--- src/rtl/tile_render_sequencer.sv ---
// Tile render sequencer: walks the 64 pixels of an 8x8 tile in raster order, one
// handshaked request per pixel. Optional checksum register: TILE_SEQ_CHECKSUM_EN.
module tile_render_sequencer #(
   parameter logic [23:0] PIXEL_SEED     = 24'hA5C35A,
   parameter int          TIMEOUT_CYCLES = 15
) (
   input  logic        clk,
   input  logic        rst_n,
   input  logic        start,
   input  logic [1:0]  cmd_mode,
   input  logic        cmd_texture,
   output logic [7:0]  pixel_r,
   output logic [7:0]  pixel_g,
   output logic [7:0]  pixel_b,
   output logic [5:0]  coord_x,
   output logic [5:0]  coord_y,
   output logic [1:0]  render_mode,
   output logic        pixel_write,
   output logic        texture_read,
   input  logic [7:0]  in_r,
   input  logic [7:0]  in_g,
   input  logic [7:0]  in_b,
   input  logic        render_ready,
   output logic        busy,
   output logic        done,
   output logic        timeout_err,
   output logic [6:0]  pix_count,
   output logic [15:0] checksum
);
   typedef enum logic [1:0] {IDLE, ISSUE, WAIT_LOW, DONE} state_t;

   localparam int TW = $clog2(TIMEOUT_CYCLES + 2);

   state_t        state, state_nxt;
   logic [5:0]    idx;
   logic [5:0]    idx_nxt;
   logic [TW-1:0] wait_cnt;
   logic          tex_q;
   logic          go, accept, advance, expire;

   assign idx_nxt = idx + 6'd1;

   always_ff @(posedge clk) begin
      if (!rst_n) state <= IDLE;
      else        state <= state_nxt;
   end

   always_comb begin
      state_nxt = state;
      go        = 1'b0;
      accept    = 1'b0;
      advance   = 1'b0;
      expire    = 1'b0;
      case (state)
         IDLE, DONE: begin
            if (start) begin
               go        = 1'b1;
               state_nxt = ISSUE;
            end
         end
         ISSUE: begin
            if (render_ready) begin
               accept    = 1'b1;
               state_nxt = WAIT_LOW;
            end else if (wait_cnt == TW'(TIMEOUT_CYCLES)) begin
               // this cycle pushes the idle count past the limit
               expire    = 1'b1;
               state_nxt = DONE;
            end
         end
         WAIT_LOW: begin
            if (!render_ready) begin
               if (pix_count < 7'd64) begin
                  advance   = 1'b1;
                  state_nxt = ISSUE;
               end else begin
                  state_nxt = DONE;
               end
            end
         end
         default: state_nxt = IDLE;
      endcase
   end

   always_ff @(posedge clk) begin
      if (!rst_n) begin
         idx                         <= '0;
         wait_cnt                    <= '0;
         tex_q                       <= 1'b0;
         render_mode                 <= '0;
         {pixel_r, pixel_g, pixel_b} <= '0;
         coord_x                     <= '0;
         coord_y                     <= '0;
         pix_count                   <= '0;
         timeout_err                 <= 1'b0;
      end else begin
         if (go) begin
            idx                         <= '0;
            wait_cnt                    <= '0;
            tex_q                       <= cmd_texture;
            render_mode                 <= cmd_mode;
            {pixel_r, pixel_g, pixel_b} <= PIXEL_SEED;
            coord_x                     <= '0;
            coord_y                     <= '0;
            pix_count                   <= '0;
            timeout_err                 <= 1'b0;
         end
         if (accept && pix_count < 7'd64)
            pix_count <= pix_count + 7'd1;
         if (state == ISSUE && !render_ready && !expire)
            wait_cnt <= wait_cnt + TW'(1);
         if (expire)
            timeout_err <= 1'b1;
         // request fields are registered so they stay put for the whole handshake
         if (advance) begin
            idx                         <= idx_nxt;
            wait_cnt                    <= '0;
            {pixel_r, pixel_g, pixel_b} <= PIXEL_SEED ^ {18'b0, idx_nxt};
            coord_x                     <= {3'b0, idx_nxt[2:0]};
            coord_y                     <= {3'b0, idx_nxt[5:3]};
         end
      end
   end

   assign pixel_write  = (state == ISSUE) && !tex_q && !render_ready;
   assign texture_read = (state == ISSUE) &&  tex_q && !render_ready;
   assign busy         = (state == ISSUE) || (state == WAIT_LOW);
   assign done         = (state == DONE);

`ifdef TILE_SEQ_CHECKSUM_EN
   always_ff @(posedge clk) begin
      if (!rst_n)
         checksum <= '0;
      else if (go)
         checksum <= '0;
      else if (accept)
         checksum <= {checksum[14:0], checksum[15]} ^ {in_r ^ in_b, in_g};
   end
`else
   logic unused_rsp;
   assign unused_rsp = ^{in_r, in_g, in_b};
   assign checksum   = 16'h0000;
`endif

endmodule

--- config.mk ---
export PLATFORM = sky130hd
export DESIGN_NAME = tile_render_sequencer
export DESIGN_NICKNAME = d
export VERILOG_FILES = /design/src/rtl/tile_render_sequencer.sv
export SDC_FILE = /design/constraint.sdc
export NUM_CORES = 1
export LEC_CHECK = 0
export CAP_MARGIN = 20
export CORE_MARGIN = 5
export CORE_UTILIZATION = 38
export CTS_BUF_LIST = sky130_fd_sc_hd__clkbuf_8 sky130_fd_sc_hd__clkbuf_16
export CTS_CLUSTER_SIZE = 14
export DETAILED_ROUTE_END_ITERATION = 7
export GPL_TIMING_DRIVEN = 0
export PLACE_DENSITY = 0.8
export SLEW_MARGIN = 25
export SYNTH_ARGS = -nofsm -noshare
export SYNTH_HDL_FRONTEND = slang
export SYNTH_SLANG_ARGS = --single-unit
--- constraint.sdc ---
create_clock -name clk -period 2.2 [get_ports clk]
set_input_delay 0.66 -clock clk [delete_from_list [all_inputs] [get_ports clk]]
set_output_delay 0.66 -clock clk [all_outputs]
set_load 0.05 [all_outputs]
# Word level (Yosys, flattened, before mapping)
# Index checks and enable logic that the tools add are counted.
# totals
regBits,45
inputBits,31
output_inout_bits,66
wordCells,77
# op_classes
addsub,3
order_cmp,1
eq_ne,7
muxes,33
bitwise_logic,2
reduce_logical,19
# ops
cell,count
8-bit two-way mux,4
7-bit two-way mux,4
1-bit two-way mux,12
6-bit two-way mux,2
3-bit NOT with 12-bit output,1
2-bit two-way mux,5
5-bit two-way mux,2
3-bit two-way mux,3
2-bit nonzero test,4
7-bit by 1-bit adder with 7-bit output (second input constant),1
1-bit logical AND,7
7-bit less-than comparator (second input constant),1
6-bit by 1-bit adder with 6-bit output (second input constant),1
2-bit one-hot mux with 3 select lines,1
5-bit by 1-bit adder with 5-bit output (second input constant),1
5-bit by 4-bit equality test with 1-bit output (second input constant),1
2-bit equality test (second input constant),2
2-bit != test (second input constant),2
2-bit OR reduction,2
1-bit logical NOT,3
3-bit != test (second input constant),1
3-bit AND reduction,1
2-bit by 1-bit equality test with 1-bit output (second input constant),1
2-bit logical NOT,1
2 further kinds,2

# Logic depth before layout (Yosys ltp)
# Gate-level depths: netlist of the first run.
# logic_depth
word_depth,7
mapped_depth,6
ltp_nobuf,6

# Worst setup path before layout of the first run
# OpenSTA, ideal clock, no wires.
# synth_timing
kind,input port to output port
from,input port render_ready
to,output port pixel_write
arrival_time_ns,1.593
required_ns,1.540
slack_ns,-0.053
stages,2
path_buffers,0
path_cell_list,and2b_2 -> nor2b_1
# synth_via
elab_chain_cells,2
# synth_lines
element,line_no,source
"start, declared",23,"input logic render_ready,"
1-bit logical NOT,125,assign pixel_write = (state == ISSUE) && !tex_q && !render_ready;
1-bit logical AND,125,
"end, declared",18,"output logic pixel_write,"
# No other way between the ends.

# Worst setup path in the final report of the first run
# layout_timing
from,register state[1]
to,output port texture_read
# layout_via
elab_chain_cells,3
# layout_lines
element,line_no,source
"start, declared",34,"state_t state, state_nxt;"
"start signal, assigned",45,else state <= state_nxt;
2-bit by 1-bit equality test with 1-bit output,126,assign texture_read = (state == ISSUE) && tex_q && !render_ready;
1-bit logical AND (2 in a row),126,
"end, declared",19,"output logic texture_read,"
# No other way between the ends.

==> metrics, run 1 <==
largest area contributor in the netlist dfxtp_1; Ant. Diodes 0; CTS Sinks 28; area of the mapped netlist 0.00167 mm^2; std cell rows 24; top-count cell post-synth buf_4; final number of hold-violating endpoints 0; GP Congestion 0.780; Synth area leaders dfxtp_1 33%, buf_4 19%, a21oi_1 5.4%; Root Driver clkbuf_8; first-pass GRT wire length 6330 um; worst skew pair latency 0.28 ns; Slew HR 60.8%; worst slew pin tran 0.586 ns; WP data arrival 1.45 ns; CTS Hold Bufs 0; area grow syn2layout 38.1%; Cell variety after synth 43; DRT Pass-1 Iters 4; P_leak 1.18 nW; outcome complete, no violations; maximum net fanout on the critical path 6; dpl ws -0.905 ns; full die area 0.00583 mm^2; Yosys warnings 0; IO buf count 40; nature of the critical path endpoint output port; Avg Cell Area, Syn 8.50 um^2; die extent in x 76.4 um; PwrDens 919 mW/mm^2; final worst path period need 2.11 ns; Max Clk Rate 473 MHz; DRC 0; Worst EP required 1.54 ns; VDD IR max 0.676 mV; Cells after Synth 197; min setup slack post-route 0.0867 ns; dpl cells 319; Routed WL 3770 um; fin crit share 96.1%; Die Height 76.4 um; vias in the first global route 1,407; Final Util 53.5%; cts bufs inserted 3; number of flops mapped to enable cells by yosys 0; sequential fraction of the synthesis area 33.5%; clk buf depth 2; HP Class reg2reg; #FFs+latches synth 28; fraction of registers with async set/reset 0%; Synth Flop Type dfxtp_1; Initial Utilization 38.7%; Vias/cell 4.59; max-cap viol count 0; Setup CP Type reg2out; IO Pins 97; Synth top area share 33.5%; via count 1,484; starting DRC count in detailed routing 94; HPWL after DPL 2920 um; synth cell count leaders 42 x buf_4, 28 x dfxtp_1, 21 x nand2_1; drt wl/cell 11.7 um; pin count of the biggest net entering global routing 17; initial antenna violation count 0; share of cells above drive strength 1 22.5%; CP Launch Type flop; fin cells 323; final setup vio count 0; H-tree levels 1; final net count 310; overall routing resource usage 12.5%; CTS tree built; Slew Limit Fails 0; Core Area 0.00432 mm^2; skew final 0.00971 ns; ANT nets after route 0; Tot Pwr 2.13 mW; RSZ-0062 raised after global routing no; CTS clock-pin slew for the worst setup and hold paths 0.09 ns; GR Overflow Total 0
power by group:
group	internal (mW)	total [mW]	switching, mW
logic	0.349	1.10	0.751
clock network	0.244	0.409	0.166
registers	0.564	0.617	0.0529
total	1.16	2.13	0.969
state kept, by name (all words and copies together) (netlist names):
register	count
coord_x	1
coord_y	2
pix_count	7
pixel_b	6
pixel_r	1
render_mode	2
state	2
tex_q	1
timeout_err	1
wait_cnt	5
cell usage in the layout (no fill, tap or decap), types with 5 or more instances in the layout:
master / netlist / layout
dlymetal6s2s_1: 0 / 6
nand2b_1: 6 / 6
buf_4: 42 / 44
dlygate4sd2_1: 0 / 16
conb_1: 1 / 31
nand3_1: 14 / 14
a311oi_1: 5 / 5
a21oi_1: 18 / 18
clkdlybuf4s50_1: 0 / 10
nand2_1: 21 / 21
ha_1: 7 / 6
dfxtp_1: 28 / 27
path summary, 6_finish.rpt:
kind                                from                          end  slack, ns  cells after the start
max                state[1]$_SDFFE_PN0P_                 texture_read       0.09                      5
min          render_mode[0]$_SDFFE_PN0P_  render_mode[0]$_SDFFE_PN0P_       0.46                      2
max reg2reg     wait_cnt[0]$_SDFFE_PP0P_     wait_cnt[2]$_SDFFE_PP0P_       0.19                      6
min reg2reg  render_mode[0]$_SDFFE_PN0P_  render_mode[0]$_SDFFE_PN0P_       0.46                      2
layer usage:
layer	share of wire (%)	track usage [%]
met2	48	22.4
met4	0.50	2.10
met5	0	0
met1	44	14.8
met3	7.2	3.66
stage by stage:
stage / setup TNS (ns) / area, um^2 / hold slack, ns
detailed placement: -3.84 / 2250 / 0.449
finish: 0 / 2310 / 0.461
global route: 0 / 2310 / 0.481
CTS: 0 / 2290 / 0.463
floorplan: 0 / 1790 / 0.432
global placement: -3.02 / 2250 / 0.444
logic make-up after synthesis:
logic type / after synthesis / share of synthesized area, %
simple gates: 60 / 19.7
buf+inv: 54 / 21.7
compound gates: 42 / 16.8
flops: 28 / 33.5
fa+ha+maj: 7 / 5.23
mux: 3 / 1.87
xor+xnor: 2 / 1.05
other cells: 1 / 0.224
final cells by class:
class                           instances  area, um^2
Multi-Input combinational cell        145         871
Fill cell                             421        2010
Sequential cell                        28         562
Timing Repair Buffer                   40         380
Inverter                                5        18.8
Clock buffer                            3        41.3
Tap cell                               52        65.1
Buffer                                 49         344
Clock inverter                          1        30.0
worst max-delay path: stages (launching register included):
cell	delay (ns)
dfxtp_2	0.36
inv_1	0.05
ha_2	0.19
and2b_2	0.23
and2_1	0.16
buf_4	0.18
what timing repair did:
action,4_1_cts,5_1_grt
endpoints found under the setup margin,24,13
gates resized for setup,41,14
buffers inserted,0,0
Power figures use the tool's default switching activity.
==> run 2, diff against run 1 <==
- CELL_PAD_IN_SITES_DETAIL_PLACEMENT: default -> 0
- CELL_PAD_IN_SITES_GLOBAL_PLACEMENT: default -> 1
- CORE_UTILIZATION: 38 -> 26
- PLACE_DENSITY: 0.8 -> default
- PLACE_DENSITY_LB_ADDON: default -> 0.1
==> metrics, run 2 (synthesis results as in run 1) <==
final net count 310; CP max stage cell dfxtp_2; CTS Hold Bufs 0; Crit path max-delay family simple AND/OR/NAND/NOR gates; HP Class reg2reg; share of cells above drive strength 1 25.5%; RSZ-0062 raised after global routing no; DRC 0; post-CTS setup buffer count 0; pin count of the biggest net entering global routing 17; Final Util 36.5%; GR Overflow Total 0; fin crit share 96.5%; final setup TNS 0 ns; most frequent cells in the layout 45 x buf_4, 31 x conb_1, 27 x dfxtp_1; Worst EP required 1.54 ns; maximum net fanout on the critical path 6; Largest Register pix_count; max-cap viol count 0; IO Pins 97; Hold Startpoint render_mode[1]$_SDFFE_PN0P_; reg2reg start wait_cnt[0]$_SDFFE_PP0P_; commonest non-fill, non-tap cell in the layout buf_4; P_leak 1.11 nW; GP Congestion 0.723; Reg2Reg Depth 6; Ant. Diodes 0; CTS Sinks 28; Slew HR 65.9%; drt wl/cell 11.5 um; min setup slack post-route 0.0775 ns; Die Height 90.2 um; DRT Pass-1 Iters 4; CTS clock-pin slew for the worst setup and hold paths 0.10 ns; dpl ws -0.910 ns; final number of hold-violating endpoints 0; overall routing resource usage 9.58%; final worst path period need 2.12 ns; HPWL after DPL 3130 um; Slew Limit Fails 0; initial antenna violation count 0; Largest register FFs 7; r2r endpoint wait_cnt[2]$_SDFFE_PP0P_; ANT nets after route 0; H-tree levels 1; starting DRC count in detailed routing 59; Filler cells 698; area grow syn2layout 37.5%; flop2flop setup slack 0.18 ns; Vias/cell 4.21; worst skew pair latency 0.28 ns; outcome complete, no violations; CP Cell Sequence inv_1, ha_2, and2b_2, and2_1, buf_4; critical path's largest stage delay 0.36 ns; die extent in x 90.2 um; Setup CP Type reg2out; IO buf count 40; clk buf depth 2; std cell rows 29; Routed WL 3990 um; Core Area 0.00631 mm^2; VDD IR max 0.425 mV; skew final 0.00438 ns; Hold EP render_mode[1]$_SDFFE_PN0P_; Max Clk Rate 471 MHz; full die area 0.00814 mm^2; cts bufs inserted 3; via count 1,465; dpl cells 344; nature of the critical path endpoint output port; WP data arrival 1.46 ns; final setup vio count 0; worst slew pin tran 0.510 ns; Initial Utilization 26.5%; cell area after layout 0.00230 mm^2; PwrDens 927 mW/mm^2; CP Launch Type flop; CTS tree built; CP Buf/Inv Count 2; fin cells 348; Hold Crit Depth 2; first-pass GRT wire length 6600 um; DP Area 0.00229 mm^2; Root Driver clkbuf_8; vias in the first global route 1,344
## run 2: timing repair
| action | in CTS | in global routing |
|---|---|---|
| endpoints found under the setup margin | 27 | 14 |
| resized for setup | 45 | 23 |
| gates cloned | 0 | 0 |
## run 2: final cells by class
| class | instances | area (um^2) | area share [%] |
|---|---|---|---|
| tap | 77 | 96.3 | 4.18 |
| sequential | 28 | 562 | 24.4 |
| clock inverter | 1 | 30.0 | 1.30 |
| multi-input combinational | 145 | 877 | 38.1 |
| inverter | 5 | 18.8 | 0.815 |
| timing repair buffer | 40 | 333 | 14.5 |
| clock buffer | 3 | 41.3 | 1.79 |
| buffer | 49 | 344 | 14.9 |
## run 2: where the power goes
part / switching, mW / internal [mW] / leakage [nW] / total, mW
Clock: 0.173 / 0.244 / 0.0357 / 0.416
Sequential: 0.0545 / 0.564 / 0.228 / 0.618
Combinational: 0.756 / 0.343 / 0.847 / 1.10
Total: 0.983 / 1.15 / 1.11 / 2.13
## run 2: metal layers
layer / up-vias / track usage, % / share of wire [%]
li1: 779 / - / -
met1: 651 / 12.1 / 45
met2: 33 / 16.0 / 49
met3: 2 / 3.01 / 5.1
met4: 0 / 1.86 / 0.68
met5: - / 0 / 0
## run 2: worst max-delay path by stage
| stage | cells after the start | endpoint | start |
|---|---|---|---|
| 3_5_place_dp | 4 | pixel_write | render_ready |
| 6_report | 5 | texture_read | state[1]$_SDFFE_PN0P_ |
| 5_1_grt | 5 | texture_read | state[1]$_SDFFE_PN0P_ |
| 4_1_cts | 4 | busy | state[0]$_SDFFE_PN0P_ |
| 2_1_floorplan | 2 | pixel_write | render_ready |
| 3_3_place_gp | 4 | pixel_write | render_ready |
## run 2: worst register-to-register path, stage by stage (launching register included)
cell and delay (ns):
dfxtp_1 0.36, ha_1 0.24, and3_1 0.19, ha_1 0.23, or3b_4 0.42, mux2_2 0.28, a211oi_1 0.23
## run 2: stage by stage
step | hold WS [ns] | power (mW)
4_1_cts | 0.468 | 2.17
3_3_place_gp | 0.454 | 1.79
3_5_place_dp | 0.453 | 1.79
5_1_grt | 0.482 | 2.26
6_report | 0.469 | 2.13
2_1_floorplan | 0.432 | 1.48
